$ cat src/rtl/rom_arb_pkg.sv
// Shared types and constants for the ROM arbiter: FSM states, owner ids and
// the legal range of the settle interval.
package rom_arb_pkg;

  typedef enum logic [1:0] {
    IDLE    = 2'd0,
    ISSUE   = 2'd1,
    WAIT    = 2'd2,
    CAPTURE = 2'd3
  } state_e;

  localparam logic OWNER_FETCH = 1'b0;
  localparam logic OWNER_LOAD  = 1'b1;

  localparam int WAIT_CYCLES_MIN = 2;
  localparam int WAIT_CYCLES_MAX = 15;

  // Out-of-range settle intervals are pinned to the nearest legal value.
  function automatic logic [3:0] clamp_wait(input int w);
    if (w < WAIT_CYCLES_MIN) return 4'(WAIT_CYCLES_MIN);
    if (w > WAIT_CYCLES_MAX) return 4'(WAIT_CYCLES_MAX);
    return 4'(w);
  endfunction

endpackage

$ cat src/rtl/rom_ready_sync.sv
// Two-flop synchronizer bringing the ROM's asynchronous ready level into clk.
module rom_ready_sync (
  input  logic clk,
  input  logic rst_n,
  input  logic async_i,
  output logic sync_o
);

  logic meta_q;
  logic sync_q;

  always_ff @(posedge clk) begin
    if (!rst_n) begin
      meta_q <= 1'b0;
      sync_q <= 1'b0;
    end else begin
      meta_q <= async_i;
      sync_q <= meta_q;
    end
  end

  assign sync_o = sync_q;

endmodule

$ cat src/rtl/rom_arbiter.sv
// Shares one asynchronous ROM between instruction fetch and data load.
// Define ROM_ARB_ROUND_ROBIN_EN for round-robin tie-breaking; otherwise fetch wins ties.
module rom_arbiter
  import rom_arb_pkg::*;
#(
  parameter int WAIT_CYCLES = 4,
  parameter int ADDR_W      = 32
) (
  input  logic              clk,
  input  logic              rst_n,
  input  logic              fetchReq,
  input  logic [ADDR_W-1:0] fetchAddr,
  output logic              fetchAck,
  output logic              fetchValid,
  output logic [31:0]       fetchData,
  input  logic              loadReq,
  input  logic [ADDR_W-1:0] loadAddr,
  output logic              loadAck,
  output logic              loadValid,
  output logic [31:0]       loadData,
  output logic [ADDR_W-1:0] romAddr,
  output logic              romTrigger,
  input  logic [31:0]       romData,
  input  logic              romReady
);

  localparam logic [3:0] WAIT_LOAD = clamp_wait(WAIT_CYCLES);

  state_e            state_q, state_d;
  logic [3:0]        cnt_q, cnt_d;
  logic              owner_q, owner_d;
  logic [ADDR_W-1:0] addr_q, addr_d;
  logic              trig_q, trig_d;
  logic [31:0]       fdata_q, fdata_d;
  logic [31:0]       ldata_q, ldata_d;
  logic              fvalid_q, fvalid_d;
  logic              lvalid_q, lvalid_d;

  logic ready_sync;
  logic accept_slot;
  logic grant_any;
  logic grant_load;

  rom_ready_sync u_ready_sync (
    .clk     (clk),
    .rst_n   (rst_n),
    .async_i (romReady),
    .sync_o  (ready_sync)
  );

  // CAPTURE doubles as an accept slot so a new request overlaps the Valid cycle.
  assign accept_slot = rst_n && ((state_q == IDLE) || (state_q == CAPTURE));
  assign grant_any   = accept_slot && (fetchReq || loadReq);

`ifdef ROM_ARB_ROUND_ROBIN_EN
  logic rr_q, rr_d;

  // rr_q names the requester that wins the next tie.
  assign grant_load = loadReq && (!fetchReq || (rr_q == OWNER_LOAD));

  always_comb begin
    rr_d = rr_q;
    if (grant_any) rr_d = grant_load ? OWNER_FETCH : OWNER_LOAD;
  end

  always_ff @(posedge clk) begin
    if (!rst_n) rr_q <= OWNER_FETCH;
    else        rr_q <= rr_d;
  end
`else
  assign grant_load = loadReq && !fetchReq;
`endif

  assign fetchAck = grant_any && !grant_load;
  assign loadAck  = grant_any && grant_load;

  always_comb begin
    state_d  = state_q;
    cnt_d    = cnt_q;
    owner_d  = owner_q;
    addr_d   = addr_q;
    trig_d   = trig_q;
    fdata_d  = fdata_q;
    ldata_d  = ldata_q;
    fvalid_d = 1'b0;
    lvalid_d = 1'b0;
    case (state_q)
      IDLE, CAPTURE: begin
        if (grant_any) begin
          addr_d  = grant_load ? loadAddr : fetchAddr;
          owner_d = grant_load ? OWNER_LOAD : OWNER_FETCH;
          state_d = ISSUE;
        end else begin
          state_d = IDLE;
        end
      end
      ISSUE: begin
        trig_d  = ~trig_q;
        cnt_d   = WAIT_LOAD;
        state_d = WAIT;
      end
      WAIT: begin
        if (cnt_q != 4'd0) begin
          cnt_d = cnt_q - 4'd1;
        end else if (ready_sync) begin
          if (owner_q == OWNER_LOAD) begin
            ldata_d  = romData;
            lvalid_d = 1'b1;
          end else begin
            fdata_d  = romData;
            fvalid_d = 1'b1;
          end
          state_d = CAPTURE;
        end
      end
      default: state_d = IDLE;
    endcase
  end

  always_ff @(posedge clk) begin
    if (!rst_n) begin
      state_q  <= IDLE;
      cnt_q    <= 4'd0;
      owner_q  <= OWNER_FETCH;
      addr_q   <= '0;
      trig_q   <= 1'b0;
      fdata_q  <= 32'd0;
      ldata_q  <= 32'd0;
      fvalid_q <= 1'b0;
      lvalid_q <= 1'b0;
    end else begin
      state_q  <= state_d;
      cnt_q    <= cnt_d;
      owner_q  <= owner_d;
      addr_q   <= addr_d;
      trig_q   <= trig_d;
      fdata_q  <= fdata_d;
      ldata_q  <= ldata_d;
      fvalid_q <= fvalid_d;
      lvalid_q <= lvalid_d;
    end
  end

  assign romAddr    = addr_q;
  assign romTrigger = trig_q;
  assign fetchData  = fdata_q;
  assign loadData   = ldata_q;
  assign fetchValid = fvalid_q;
  assign loadValid  = lvalid_q;

endmodule

$ cat config.mk
export PLATFORM = sky130hd
export DESIGN_NAME = rom_arbiter
export DESIGN_NICKNAME = d
export VERILOG_FILES = /design/src/rtl/rom_arb_pkg.sv /design/src/rtl/rom_ready_sync.sv /design/src/rtl/rom_arbiter.sv
export SDC_FILE = /design/constraint.sdc
export NUM_CORES = 1
export LEC_CHECK = 0
export BUFFER_PORTS_ARGS = -buffer_cell sky130_fd_sc_hd__buf_2
export CORE_MARGIN = 2
export CORE_UTILIZATION = 50
export CTS_CLUSTER_SIZE = 14
export DETAILED_ROUTE_END_ITERATION = 8
export PLACE_DENSITY = 0.86
export SLEW_MARGIN = 20
export SYNTH_ARGS = -nofsm -noshare
export SYNTH_HDL_FRONTEND = slang
export SYNTH_HIERARCHICAL = 1
export SYNTH_SLANG_ARGS = --single-unit
$ cat constraint.sdc
create_clock -name clk -period 5.4 [get_ports clk]
set_clock_uncertainty 0.1 [all_clocks]
set_input_delay 1.08 -clock clk [delete_from_list [all_inputs] [get_ports clk]]
set_output_delay 1.08 -clock clk [all_outputs]
set_load 0.05 [all_outputs]
# ---- Word-level counts from Yosys, hierarchy flattened
# Index checks and enable logic that the tools add are counted.
dict set report word_totals {
  regBits 108
  input_bits 101
  out_inout_bits 101
  wordCells 53
}
dict set report op_classes {
  addsub 1
  eq_ne 6
  mux 10
  bitwise_logic 6
  n_reduce_logical 19
}
# operator count
set ops {}
lappend ops {{two-way mux 32 bit} 1}
lappend ops {{one-hot mux 4 bit (2 select lines)} 1}
lappend ops {{AND reduction 4 bit} 2}
lappend ops {{inverter 1 bit} 6}
lappend ops {{one-hot mux 2 bit (3 select lines)} 1}
lappend ops {{AND reduction 2 bit} 3}
lappend ops {{logical AND 1 bit} 5}
lappend ops {{== test 2 bit, second input constant} 2}
lappend ops {{two-way mux 1 bit} 4}
lappend ops {{two-way mux 2 bit} 2}
lappend ops {{two-way mux 4 bit} 1}
lappend ops {{!= test 2 bit, second input constant} 2}
lappend ops {{nonzero test 4 bit} 1}
lappend ops {{OR reduction 4 bit} 1}
lappend ops {{subtractor 4 x 1 -> 4 bit, second input constant} 1}
lappend ops {{== test 2 x 1 -> 1 bit, second input constant} 1}
lappend ops {{logical NOT 1 bit} 2}
lappend ops {{logical NOT 2 bit} 1}
lappend ops {{logical OR 1 bit} 2}
lappend ops {{!= test 2 x 1 -> 1 bit, second input constant} 1}
lappend ops {{nonzero test 2 bit} 1}
lappend ops {{OR reduction 2 bit} 1}

# ---- Depth between registers and ports, before layout
dict set report depth {
  depth_word 6
  ltp_mapped 8
}

# ---- Modules after synthesis
# The synthesis kept the hierarchy.
# module instances cells_each area_per_inst_um2 seq_area_each_um2
set by_module_without_submodules {}
lappend by_module_without_submodules {rom_arbiter 1 413 4155.2 2122.0}
lappend by_module_without_submodules {rom_ready_sync 1 4 52.6 40.0}

# ---- Least setup slack after synthesis
# OpenSTA, ideal clock, no wires.
dict set report synth_timing {
  path_kind {input port to output port}
  start {in loadReq}
  end {out loadAck}
  t_arrival_ps 1946
  slack_ps 2274
  stages 4
  n_path_buf 2
  cell_sequence {nor2b_1 > buf_2 > nor2b_1 > buf_4}
}
dict set report synth_between {
  elab_chain_cells 3
  word_cells_on_any_way 4
  classes_between {4 x reduce/logical}
}
# item line
set synth_rtl {}
lappend synth_rtl {{start: declaration} rom_arbiter.sv:16} ;# input logic loadReq,
lappend synth_rtl {{logical OR 1 bit} rom_arbiter.sv:53} ;# assign grant_any = accept_slot && (fetchReq || loadReq);
lappend synth_rtl {{logical AND 1 bit} rom_arbiter.sv:53}
lappend synth_rtl {{logical AND 1 bit (*)} rom_arbiter.sv:75} ;# assign loadAck = grant_any && grant_load;
lappend synth_rtl {{end: declaration} rom_arbiter.sv:18} ;# output logic loadAck,
# Every way passes the cells marked *; elsewhere a longest branch is shown, timed or not.

# ---- Final worst setup path
dict set report layout_timing {
  start {in rst_n}
  end {out loadAck}
}
dict set report layout_between {
  elab_chain_cells 3
}
# item line
set layout_rtl {}
lappend layout_rtl {{start: declaration} rom_arbiter.sv:10} ;# input logic rst_n,
lappend layout_rtl {{logical AND 1 bit} rom_arbiter.sv:52} ;# assign accept_slot = rst_n && ((state_q == IDLE) || (state_q == CAPTURE));
lappend layout_rtl {{logical AND 1 bit} rom_arbiter.sv:53}
lappend layout_rtl {{logical AND 1 bit} rom_arbiter.sv:75}
# Every way passes these cells.

==> impl_metrics.env <==
export IMPL_outcome="completed"
export IMPL_hold_viol_final=0
export IMPL_synth_fp_nets=521
export IMPL_setup_tns_ps=0
export IMPL_syn_area_um2=4210
export IMPL_setup_viol=0
export IMPL_post_cts_setup_buffer_count=0
export IMPL_cts_buffer_depth=2
export IMPL_dp_hpwl_um=7790
export IMPL_clock_latency_ps=340
export IMPL_power_uw=2100
export IMPL_drtIter0Drc=103
export IMPL_hold_ws_ps=344
export IMPL_portBuffers=201
export IMPL_yosysUniqueCellTypes=40
export IMPL_num_antenna_cells=0
export IMPL_crit_type="in2out"
export IMPL_slew_violations=0
export IMPL_drive_gt1_share_pct=37.0
export IMPL_p_leak_uw=0.00269
export IMPL_synthArstFlopShare_pct=0
export IMPL_grt_max_degree=63
export IMPL_ir_drop_mv=0.360
export IMPL_routedWlPerCell_um=14.4
export IMPL_min_path_type="reg2reg"
export IMPL_grt_pass1_vias=3388
export IMPL_vias=3675
export IMPL_fin_crit_sh_pct=72.8
export IMPL_start_util_pct=51.5
export IMPL_start_kind="input port"
export IMPL_grt_pass1_wl_um=15600
export IMPL_cts_root_buf="clkbuf_8"
export IMPL_core_um2=8180
export IMPL_drv_cap=0
export IMPL_die_height_um=95.7
export IMPL_placed_cells=697
export IMPL_antenna_found_initial=0
export IMPL_worstPathArrival_ps=2750
export IMPL_synth_edf_count=0
export IMPL_syn_area_per_cell_um2=10.1
export IMPL_worstMarginPinSlew_ps=997
export IMPL_cts_max_level=3
export IMPL_grt_overflow=0
export IMPL_cts_hold_buf=0
export IMPL_ys_seq_elements=108
export IMPL_grt_usage_pct=21.7
export IMPL_num_rows=33
export IMPL_pin_count=202
export IMPL_die_w_um=95.7
export IMPL_finalNonFillerCells=711
export IMPL_end_kind="output pin"
export IMPL_finalWirelength_um=10200
export IMPL_tritoncts="built"
export IMPL_rsz0062_at_grt="false"
export IMPL_layout_min_cycle_time_ps=3930
export IMPL_clock_sinks=108
export IMPL_ant_nets=0
export IMPL_synthToLayoutAreaGrowth_pct=27.9
export IMPL_seq_area_frac_synth_pct=51.4
export IMPL_vias_per_cell=5.17
export IMPL_cp_max_fo=45
export IMPL_yosys_warnings=6
export IMPL_cp_required_ps=4220
export IMPL_die_area_um2=9170
export IMPL_cts_inserted_buffers=9
export IMPL_dr_pass1_iters=4
export IMPL_fmax_ghz=0.255
export IMPL_drc=0
export IMPL_gp_congestion=0.840
export IMPL_synthFlopType="dfxtp_1"
export IMPL_cts_resized=0
export IMPL_clk_pin_slew_ps=90
export IMPL_fin_nets=707
export IMPL_relSlewSlack_pct=33.5
export IMPL_synth_cells=417
export IMPL_p_per_area_nw_per_um2=391
==> layer usage <==
layer,GRT usage [%],vias up,part of all wire (%)
li1,-,1822,-
met1,26.3,1682,42
met3,4.23,17,7.1
met5,0,-,0
met2,38.2,154,49
met4,7.74,0,1.9
==> sequential cells by signal, summed over array words and instances, names as in the netlist <==
signal / count
u_ready_sync/meta_q: 1
fetchValid: 1
owner_q: 1
loadValid: 1
loadData: 32
romTrigger: 1
cnt_q: 4
u_ready_sync/sync_o: 1
state_q: 2
romAddr: 32
fetchData: 32
==> metrics by stage <==
step	utilization (%)	setup slack (ps)	area, um2
after floorplan	-	2270	4210
after global placement	63.8	1480	5220
after detailed placement	63.8	1480	5220
after CTS	65.7	1480	5380
after global routing	65.8	1270	5380
final	65.8	1470	5380
==> placed cells by master (no fill, tap or decap), drive strengths merged, types with 2 or more instances in the layout <==
cell type	synthesis	final
o2bb2ai	18	18
dfxtp	108	108
clkinvlp	0	2
a21oi	3	3
and2	16	16
ha	3	3
buf	14	205
o21ai	2	2
nor2b	2	2
clkinv	1	3
mux2i	64	64
a22oi	18	18
a221o	14	14
inv	7	7
nor3b	2	2
nor2	7	7
nand2	102	102
nand2b	2	2
clkbuf	16	10
==> power by group <==
group	leakage (uW)	total, uW	internal, uW	switching [uW]
clock network	0.0000742	412	163	249
registers	0.000877	953	893	59.2
logic	0.00174	740	216	524
total	0.00269	2100	1270	833
==> critical path: stages <==
cell and delay (ps):
buf_2 570, nand2_2 380, nor2b_1 200, buf_4 220, buf_2 290
==> cell usage after synthesis, types with 2 or more instances <==
master       n  area (um2)
nand2b_1     2        12.5
a22oi_1     18         135
o2bb2ai_1   18         158
ha_1         3        37.5
buf_2        4        20.0
dfxtp_1    108        2160
buf_4        5        37.5
nand2_1    101         379
a21oi_1      3        15.0
clkbuf_1    16        60.1
mux2i_1     64         641
nor2_1       7        26.3
a221o_1     14         140
o21ai_0      2        10.0
buf_6        4        45.0
and2_1      16         100
nor3b_1      2        15.0
nor2b_1      2        12.5
inv_1        7        26.3
==> logic make-up after synthesis <==
family | share of synthesized area, %
simple gates | 15.2
mux | 15.2
xor+xnor | 0.208
flops | 51.4
buf+inv | 4.67
fa+ha+maj | 0.892
compound gates | 12.4
==> layout make-up <==
cell class,count,area (um2)
tap,105,131
fill,648,2800
inverter,8,30.0
clock buffer,10,128
timing repair buffer,205,1040
sequential,108,2160
clock inverter,4,28.8
multi-input combinational,271,1860
==> final timing paths <==
| check | start | end | slack, ps | cells after the start |
|---|---|---|---|---|
| hold reg to reg | u_ready_sync/meta_q | u_ready_sync/sync_o | 340 | 1 |
| hold / removal | u_ready_sync/meta_q | u_ready_sync/sync_o | 340 | 1 |
| setup reg to reg | state_q[0] | loadData[2] | 2970 | 6 |
| setup / recovery | rst_n | loadAck | 1470 | 5 |
Note: power is estimated with default switching activity, not from simulation.
